`src/rtl/mem_access_stage.sv`:
```
// MEM-stage controller: turns EX/MEM load/store control into a byte-enabled
// request/acknowledge transaction, aligns and extends load data for MEM/WB,
// and stalls the upstream pipeline while a transaction is outstanding.
// The byte-lane logic assumes four 8-bit lanes, so B must stay at 32.
module mem_access_stage #(
  parameter int B = 32
) (
  input  logic         clk,
  input  logic         reset,
  input  logic [B-1:0] alu_result_in,
  input  logic [B-1:0] r_data2_in,
  input  logic         m_MemRead_in,
  input  logic         m_MemWrite_in,
  input  logic [5:0]   opcode_in,
  output logic         mem_req,
  output logic         mem_we,
  output logic [B-1:0] mem_addr,
  output logic [3:0]   mem_be,
  output logic [B-1:0] mem_wdata,
  input  logic [B-1:0] mem_rdata,
  input  logic         mem_ack,
  output logic [B-1:0] read_data_out,
  output logic         stall_out,
  output logic         misaligned_out
);

  localparam logic [5:0] OP_LB  = 6'h20;
  localparam logic [5:0] OP_LH  = 6'h21;
  localparam logic [5:0] OP_LBU = 6'h24;
  localparam logic [5:0] OP_LHU = 6'h25;
  localparam logic [5:0] OP_SB  = 6'h28;
  localparam logic [5:0] OP_SH  = 6'h29;

  typedef enum logic [1:0] {
    IDLE,
    BUSY,
    DONE
  } state_t;

  typedef enum logic [1:0] {
    SZ_BYTE,
    SZ_HALF,
    SZ_WORD
  } size_t;

  state_t         r_state;
  logic           r_req;
  logic           r_we;
  logic [B-1:0]   r_addr;
  logic [3:0]     r_be;
  logic [B-1:0]   r_wdata;
  logic [B-1:0]   r_readData;
  logic [1:0]     r_addrLo;
  size_t          r_size;
  logic           r_signed;
  logic           r_isLoad;

  logic           w_access;
  size_t          w_size;
  logic           w_signed;
  logic           w_aligned;
  logic [3:0]     w_be;
  logic [B-1:0]   w_wdata;
  logic           w_start;
  logic [7:0]     w_byte;
  logic [15:0]    w_half;
  logic [B-1:0]   w_loadData;

  // Decode the access presented by EX/MEM: size, signedness, alignment, lanes and store data.
  always_comb begin
    w_access = m_MemRead_in | m_MemWrite_in;
    w_size   = SZ_WORD;
    w_signed = 1'b0;
    case (opcode_in)
      OP_LB:  begin w_size = SZ_BYTE; w_signed = 1'b1; end
      OP_LBU: w_size = SZ_BYTE;
      OP_SB:  w_size = SZ_BYTE;
      OP_LH:  begin w_size = SZ_HALF; w_signed = 1'b1; end
      OP_LHU: w_size = SZ_HALF;
      OP_SH:  w_size = SZ_HALF;
      default: w_size = SZ_WORD;
    endcase

    w_aligned = 1'b1;
    w_be      = 4'b1111;
    w_wdata   = r_data2_in;
    case (w_size)
      SZ_BYTE: begin
        w_aligned = 1'b1;
        w_be      = 4'b0001 << alu_result_in[1:0];
        w_wdata   = {4{r_data2_in[7:0]}};
      end
      SZ_HALF: begin
        w_aligned = ~alu_result_in[0];
        w_be      = alu_result_in[1] ? 4'b1100 : 4'b0011;
        w_wdata   = {2{r_data2_in[15:0]}};
      end
      default: begin
        w_aligned = (alu_result_in[1:0] == 2'b00);
        w_be      = 4'b1111;
        w_wdata   = r_data2_in;
      end
    endcase

    w_start        = (r_state == IDLE) & w_access & w_aligned;
    stall_out      = w_start | (r_state == BUSY);
    misaligned_out = (r_state == IDLE) & w_access & ~w_aligned;
  end

  // Pick the addressed lane(s) of the returned word and extend to full width.
  always_comb begin
    case (r_addrLo)
      2'd0:    w_byte = mem_rdata[7:0];
      2'd1:    w_byte = mem_rdata[15:8];
      2'd2:    w_byte = mem_rdata[23:16];
      default: w_byte = mem_rdata[31:24];
    endcase
    w_half = r_addrLo[1] ? mem_rdata[31:16] : mem_rdata[15:0];
    case (r_size)
      SZ_BYTE: w_loadData = r_signed ? {{24{w_byte[7]}}, w_byte} : {24'd0, w_byte};
      SZ_HALF: w_loadData = r_signed ? {{16{w_half[15]}}, w_half} : {16'd0, w_half};
      default: w_loadData = mem_rdata;
    endcase
  end

  // Transaction FSM: latch the request in IDLE, wait for ack in BUSY, release the pipeline for one DONE cycle.
  always_ff @(posedge clk) begin
    if (reset) begin
      r_state    <= IDLE;
      r_req      <= 1'b0;
      r_we       <= 1'b0;
      r_addr     <= '0;
      r_be       <= 4'b0000;
      r_wdata    <= '0;
      r_readData <= '0;
      r_addrLo   <= 2'b00;
      r_size     <= SZ_WORD;
      r_signed   <= 1'b0;
      r_isLoad   <= 1'b0;
    end else begin
      case (r_state)
        IDLE: begin
          if (w_start) begin
            r_req    <= 1'b1;
            r_we     <= m_MemWrite_in;
            r_addr   <= {alu_result_in[B-1:2], 2'b00};
            r_be     <= w_be;
            r_wdata  <= w_wdata;
            r_addrLo <= alu_result_in[1:0];
            r_size   <= w_size;
            r_signed <= w_signed;
            r_isLoad <= ~m_MemWrite_in;
            r_state  <= BUSY;
          end
        end
        BUSY: begin
          if (mem_ack) begin
            r_req   <= 1'b0;
            r_we    <= 1'b0;
            if (r_isLoad) begin
              r_readData <= w_loadData;
            end
            r_state <= DONE;
          end
        end
        DONE: begin
          r_state <= IDLE;
        end
        default: begin
          r_state <= IDLE;
        end
      endcase
    end
  end

  assign mem_req       = r_req;
  assign mem_we        = r_we;
  assign mem_addr      = r_addr;
  assign mem_be        = r_be;
  assign mem_wdata     = r_wdata;
  assign read_data_out = r_readData;

endmodule

```
`config.mk`:
```
export PLATFORM = sky130hd
export DESIGN_NAME = mem_access_stage
export DESIGN_NICKNAME = d
export VERILOG_FILES = /design/src/rtl/mem_access_stage.sv
export SDC_FILE = /design/constraint.sdc
export NUM_CORES = 1
export LEC_CHECK = 0
export CORE_ASPECT_RATIO = 0.5
export CORE_MARGIN = 4
export CORE_UTILIZATION = 40
export CTS_CLUSTER_DIAMETER = 60
export CTS_CLUSTER_SIZE = 24
export DETAILED_ROUTE_END_ITERATION = 10
export PLACE_DENSITY = 0.78
export SETUP_SLACK_MARGIN = 0.4
export SLEW_MARGIN = 20
export SYNTH_ARGS = -nofsm -noshare
export SYNTH_HDL_FRONTEND = slang
export SYNTH_SLANG_ARGS = --single-unit
```
`constraint.sdc`:
```
create_clock -name clk -period 3 [get_ports clk]
set_input_delay 0.9 -clock clk [delete_from_list [all_inputs] [get_ports clk]]
set_output_delay 0.9 -clock clk [all_outputs]
set_load 0.1 [all_outputs]
```
==> results.py, run 1 <==
metrics = {
    "die": {
        "initial_core_util": 0.413,
        "die_area_sq_mm": 0.0152,
        "row_count": 29,
        "die_h_um": 89.3,
        "core_sq_mm": 0.0128,
        "die_w_um": 171,
        "io_pins": 211,
    },
    "route": {
        "drt_drc_violations_left": 0,
        "wirelength_um": 19100,
        "via_per_inst": 5.94,
        "firstDrtPassIters": 5,
        "wl_per_cell_um": 19.3,
        "initialDrtViolationCount": 548,
        "ant_nets": 0,
        "vias": 5854,
    },
    "critical_path": {
        "crit_type": "in -> out",
        "cp_slowest_stage_delay_ns": 0.41,
        "critPathMaxFanout": 3,
        "crit_buf_inv": 3,
        "arrival_ns": 2.10,
        "worst_path_dominant_cell_family": "simple AND/OR/NAND/NOR gates",
        "crit_required_ns": 2.10,
        "slowest_stage": "or3b_4",
        "start_kind": "input port",
        "crit_chain": "buf_6 -> or3b_4 -> buf_6 -> o21ai_4 -> nand3_4 -> o21ai_4 -> buf_12",
        "endpoint_kind": "output port",
        "rr_startpoint": "r_state[1]",
        "cp-startpoint": "opcode_in[4]",
    },
    "timing": {
        "setup_viol_count_final": 1,
        "maxSlewHeadroom": 0.519,
        "grt_setup_unrepaired": "yes",
        "fin_ws_ns": -0.00335,
        "finalCriticalPeriod_ns": 3.00,
        "skew_ns": 0.00978,
        "hold_viol": 0,
        "holdWs_ns": 0.458,
        "finalMaxSlewViolations": 0,
        "post-route-period-util": 1.00,
        "worstMarginPinSlew_ns": 0.722,
        "fmax_mhz": 333,
    },
    "logic_synthesis": {
        "netlist_area_sq_mm": 0.00529,
        "yosysSeqAreaShare": 0.409,
        "avgSynthCellArea_sq_um": 8.49,
        "synthCells": 623,
        "ys_async_sr_fraction": 0,
        "synth_flop_cell": "dfxtp_1",
        "synth_edf_count": 0,
        "synth_warnings": 0,
        "synth_seq_cells": 108,
        "ys_types": 53,
    },
    "grt": {
        "grt_pass1_vias": 5317,
        "grt_busiest_layer": "met2",
        "grt_max_degree": 68,
        "use_met3": 0.0561,
        "gr-usage-met2": 0.400,
        "grt_pass1_wl_um": 28900,
        "grt_overflow_total": 0,
        "met1_usage": 0.301,
        "grt_usage": 0.236,
        "antenna_found_initial": 0,
    },
    "clock_tree": {
        "ctsHtreeMaxLevel": 3,
        "numCtsBuffers": 9,
        "clock_sink_count": 108,
        "clk-insertion-delay-late_ns": 0.35,
        "cts_tree": "built",
        "root_buffer": "clkbuf_16",
        "path_clk_slew_ns": 0.07,
        "cts_buffer_depth": 2,
    },
    "placement": {
        "post-place-ws_ns": -0.456,
        "gp_congestion": 0.840,
        "port_buffers": 208,
        "hpwlAfterDp_um": 13300,
    },
    "flow_run": {
        "drv_cap": 0,
    },
    "min_path": {
        "hp-start": "read_data_out[4]",
        "hold_path.class": "reg -> reg",
    },
    "cells_and_area": {
        "multi_input_area_sq_mm": 0.00294,
        "final_common_cell": "buf_4",
        "nNetsFinal": 918,
        "syn_to_final_growth_pct": 48.7,
        "drive_above_1_share": 0.241,
        "fillCellCount": 1095,
        "seq_area_sq_mm": 0.00216,
        "layout_common_cells": "131 x buf_4, 108 x dfxtp_1, 98 x clkdlybuf4s50_1",
        "antenna_cells": 0,
    },
    "pwr": {
        "pwr_density_cell_mw_per_mm2": 492,
        "total_leakage_power_nw": 3.10,
        "ir_worst_vdd_mv": 0.271,
    },
    "outcome": {
        "outcome": "complete, but fails checks",
        "violations": "negative setup slack",
    },
}
[synth_stat cells, types with 2 or more instances]
cell        n  area share
nand3_1    11       0.010
o221ai_1    6      0.0099
clkbuf_1   51       0.036
nand2_1    57       0.040
buf_2      11       0.010
mux2i_1    35       0.066
and2_1      2      0.0024
nor2b_1     8      0.0095
or3_1       2      0.0024
o211ai_1    8       0.011
a211oi_1    2      0.0028
nand4_1    56       0.066
buf_6       3      0.0064
inv_1       4      0.0028
o21ai_0    31       0.029
o31ai_1    48       0.068
a22oi_1     7      0.0099
buf_1       5      0.0035
a311oi_1    9       0.015
nand3b_1    9       0.013
nor3_1      2      0.0019
a41oi_1     8       0.013
buf_4       5      0.0071
a22o_1      8       0.013
a21oi_1    80       0.076
nand2b_1    2      0.0024
dfxtp_1   108        0.41
nor2_1      7      0.0050
a31oi_1    14       0.017
[report_power, final]
group	switching, mW	total [mW]	internal (mW)
logic	0.803	1.16	0.361
registers	0.0382	1.53	1.49
clock network	0.553	1.17	0.615
total	1.39	3.87	2.47
[sequential cells by signal (all words and copies together), names as in the netlist]
name and count:
mem_addr 30, mem_be 4, mem_req 1, mem_wdata 32, mem_we 1, r_addrLo 2
r_isLoad 1, r_signed 1, r_size 2, r_state 2, read_data_out 32
[what timing repair did]
item                                    CTS  global route
pin swaps                                 6             7
setup buffers                             3             2
hold buffers                              0             0
resized for setup                        23            25
endpoints found under the setup margin   64            28
[worst register-to-register path, stage by stage, from the launching register on]
cell	delay (ns)
dfxtp_1	0.38
nor2_1	0.31
and2_4	0.23
buf_4	0.57
a31oi_1	0.23
a311oi_2	0.27
[final cells by class]
cell class | count | share of cell area
well taps | 170 | 0.0271
repair buffers | 251 | 0.284
clock buffers | 12 | 0.0326
multi-input cells | 435 | 0.374
clock inverters | 4 | 0.00398
inverters | 6 | 0.00287
flip-flops and latches | 108 | 0.275
[layer usage]
metal  up-vias  wire [um]
li1       2746          -
met1      2805       8110
met2       266       9080
met3        37       1410
met4         0        465
met5         -          0
[through the flow]
stage	total power [mW]	instance area (sq um)	setup TNS [ns]	util	std cells
after global placement	2.68	7390	-7.80	0.577	965
after global routing	3.99	7860	-0.0300	0.614	986
after detailed placement	2.69	7390	-9.96	0.577	965
final	3.87	7860	-0.00335	0.614	986
after floorplan	2.32	5340	-0.232	-	624
after CTS	3.86	7710	0	0.602	984
[path summary, 6_finish.rpt]
check / endpoint / depth (start not counted) / slack [ns]
setup / recovery: stall_out / 7 / -0.003
hold / removal: read_data_out[4] / 2 / 0.46
setup reg to reg: mem_wdata[23] / 5 / 0.93
hold reg to reg: read_data_out[4] / 2 / 0.46
[kinds of logic after synthesis]
kind of cell,Yosys count,synth area share
AOI/OAI and AO/OA,229,0.280
and+or+nand+nor,167,0.170
DFF,108,0.409
buffers and inverters,81,0.0679
muxes,36,0.0705
xor gates and xnor gates,1,0.00166
other,1,0.000709
(Power assumes the default switching activity.)
==> run 2: changes to the inputs <==
Settings changed: ABC_CLOCK_PERIOD_IN_PS set to 3000, CTS_BUF_LIST set to sky130_fd_sc_hd__clkbuf_16, CTS_CLUSTER_DIAMETER 60 to 100.
==> results.py, run 2 (synthesis gave the netlist of run 1 again) <==
metrics = {
    "timing": {
        "grt_setup_unrepaired": "yes",
        "finalMaxSlewViolations": 0,
        "maxSlewHeadroom": 0.522,
        "holdWs_ns": 0.456,
        "worstMarginPinSlew_ns": 0.717,
        "setup_viol_count_final": 1,
        "skew_ns": 0.0144,
        "hold_viol": 0,
        "finalCriticalPeriod_ns": 3.00,
        "post-route-period-util": 1.00,
        "fin_ws_ns": -0.00311,
        "fmax_mhz": 333,
    },
    "grt": {
        "grt_overflow_total": 0,
        "grt_usage": 0.236,
        "grt_pass1_wl_um": 28900,
        "grt_max_degree": 68,
        "grt_pass1_vias": 5315,
        "antenna_found_initial": 0,
    },
    "critical_path": {
        "crit_type": "in -> out",
        "crit_required_ns": 2.10,
        "crit_chain": "buf_6 -> or3b_4 -> buf_6 -> o21ai_4 -> nand3_4 -> o21ai_4 -> buf_12",
        "start_kind": "input port",
        "r2r_end": "mem_wdata[23]",
        "rr_worst_depth": 5,
        "critical_path_depth": 7,
        "crit_buf_inv": 3,
        "worst_path_dominant_cell_family": "simple AND/OR/NAND/NOR gates",
        "arrival_ns": 2.10,
        "slowest_stage": "or3b_4",
        "reg2reg_slack_ns": 0.93,
        "rr_startpoint": "r_state[1]",
        "cp_slowest_stage_delay_ns": 0.41,
        "endpoint_kind": "output port",
        "critPathMaxFanout": 3,
    },
    "route": {
        "wl_met2_um": 9110,
        "wl_per_cell_um": 19.4,
        "wirelength_um": 19200,
        "initialDrtViolationCount": 579,
        "via_per_inst": 5.93,
        "ant_nets": 0,
        "dr.max_layer_used": "met4",
        "firstDrtPassIters": 6,
        "drt_drc_violations_left": 0,
        "wl_met1_um": 8150,
        "dr_wl_met3_um": 1420,
        "vias": 5849,
    },
    "cells_and_area": {
        "antenna_cells": 0,
        "drive_above_1_share": 0.239,
        "syn_to_final_growth_pct": 48.3,
        "nNetsFinal": 918,
        "seq_area_sq_mm": 0.00216,
        "final_cell_area_sq_mm": 0.00784,
        "layout_common_cells": "131 x buf_4, 108 x dfxtp_1, 98 x clkdlybuf4s50_1",
        "final_cells": 986,
        "fillCellCount": 1095,
        "multi_input_area_sq_mm": 0.00294,
        "final_common_cell": "buf_4",
    },
    "die": {
        "die_h_um": 89.3,
        "io_pins": 211,
        "die_area_sq_mm": 0.0152,
        "row_count": 29,
        "die_w_um": 171,
        "core_sq_mm": 0.0128,
        "initial_core_util": 0.413,
    },
    "clock_tree": {
        "numCtsBuffers": 9,
        "cts_tree": "built",
        "ctsHtreeMaxLevel": 3,
        "clk-insertion-delay-late_ns": 0.35,
        "cts_buffer_depth": 2,
        "root_buffer": "clkbuf_16",
        "cts_hold_buf": 0,
        "path_clk_slew_ns": 0.07,
        "clock_sink_count": 108,
    },
    "placement": {
        "dp_cells": 965,
        "hpwlAfterDp_um": 13300,
        "gp_congestion": 0.840,
        "port_buffers": 208,
        "place_area_sq_mm": 0.00739,
    },
    "min_path": {
        "hold_path.class": "reg -> reg",
        "holdPathStages": 2,
        "hp-start": "read_data_out[4]",
        "whs_endpoint": "read_data_out[4]",
    },
    "pwr": {
        "ir_worst_vdd_mv": 0.272,
        "pwr_density_cell_mw_per_mm2": 487,
        "total_leakage_power_nw": 3.09,
        "power_mw": 3.81,
    },
    "outcome": {
        "violations": "negative setup slack",
        "outcome": "complete, but fails checks",
    },
    "flow_run": {
        "drv_cap": 0,
    },
}
## run 2: cell types whose count changed in the layout (fill, tap and decap cells not counted), sizes merged
cell	before	now
clkbuf	12	9
clkinv	4	6
inv	6	7
## run 2: layout make-up
cell class,instances,area share
multi-input cells,435,0.375
repair buffers,251,0.285
flip-flops and latches,108,0.276
clock buffers,9,0.0287
well taps,170,0.0271
clock inverters,7,0.00543
inverters,6,0.00287
## run 2: worst min-delay path, cell delays in order, from the launching register on
cell and delay, ns:
dfxtp_1 0.31, nand2_1 0.05, a21oi_1 0.05
## run 2: how the worst max path moves through the flow
stage / startpoint / end
2_1_floorplan: opcode_in[1] / stall_out
3_3_place_gp: opcode_in[5] / stall_out
3_5_place_dp: opcode_in[5] / stall_out
4_1_cts: opcode_in[4] / stall_out
5_1_grt: opcode_in[4] / stall_out
6_report: opcode_in[4] / stall_out
## run 2: per-stage QoR
step / setup slack (ns) / util / setup TNS [ns]
4_1_cts: 0.00151 / 0.600 / 0
5_1_grt: -0.0265 / 0.612 / -0.0300
6_report: -0.00311 / 0.612 / -0.00311
2_1_floorplan: -0.188 / - / -0.232
3_3_place_gp: -0.415 / 0.577 / -7.80
3_5_place_dp: -0.456 / 0.577 / -9.96
## run 2: per-layer routing
layer  global-route usage  up-vias
li1                     -     2744
met1                0.303     2800
met2                0.399      264
met3               0.0552       41
met4               0.0768        0
met5                    0        -
## run 2: where the power goes
group	internal (mW)	total [mW]	switching [mW]
clock network	0.561	1.12	0.556
registers	1.49	1.53	0.0382
logic	0.361	1.16	0.804
## run 2: what timing repair did
item,4_1_cts,5_1_grt
pin swaps,6,7
gates resized for setup,23,25
buffers inserted,3,2
endpoints found under the setup margin,64,28
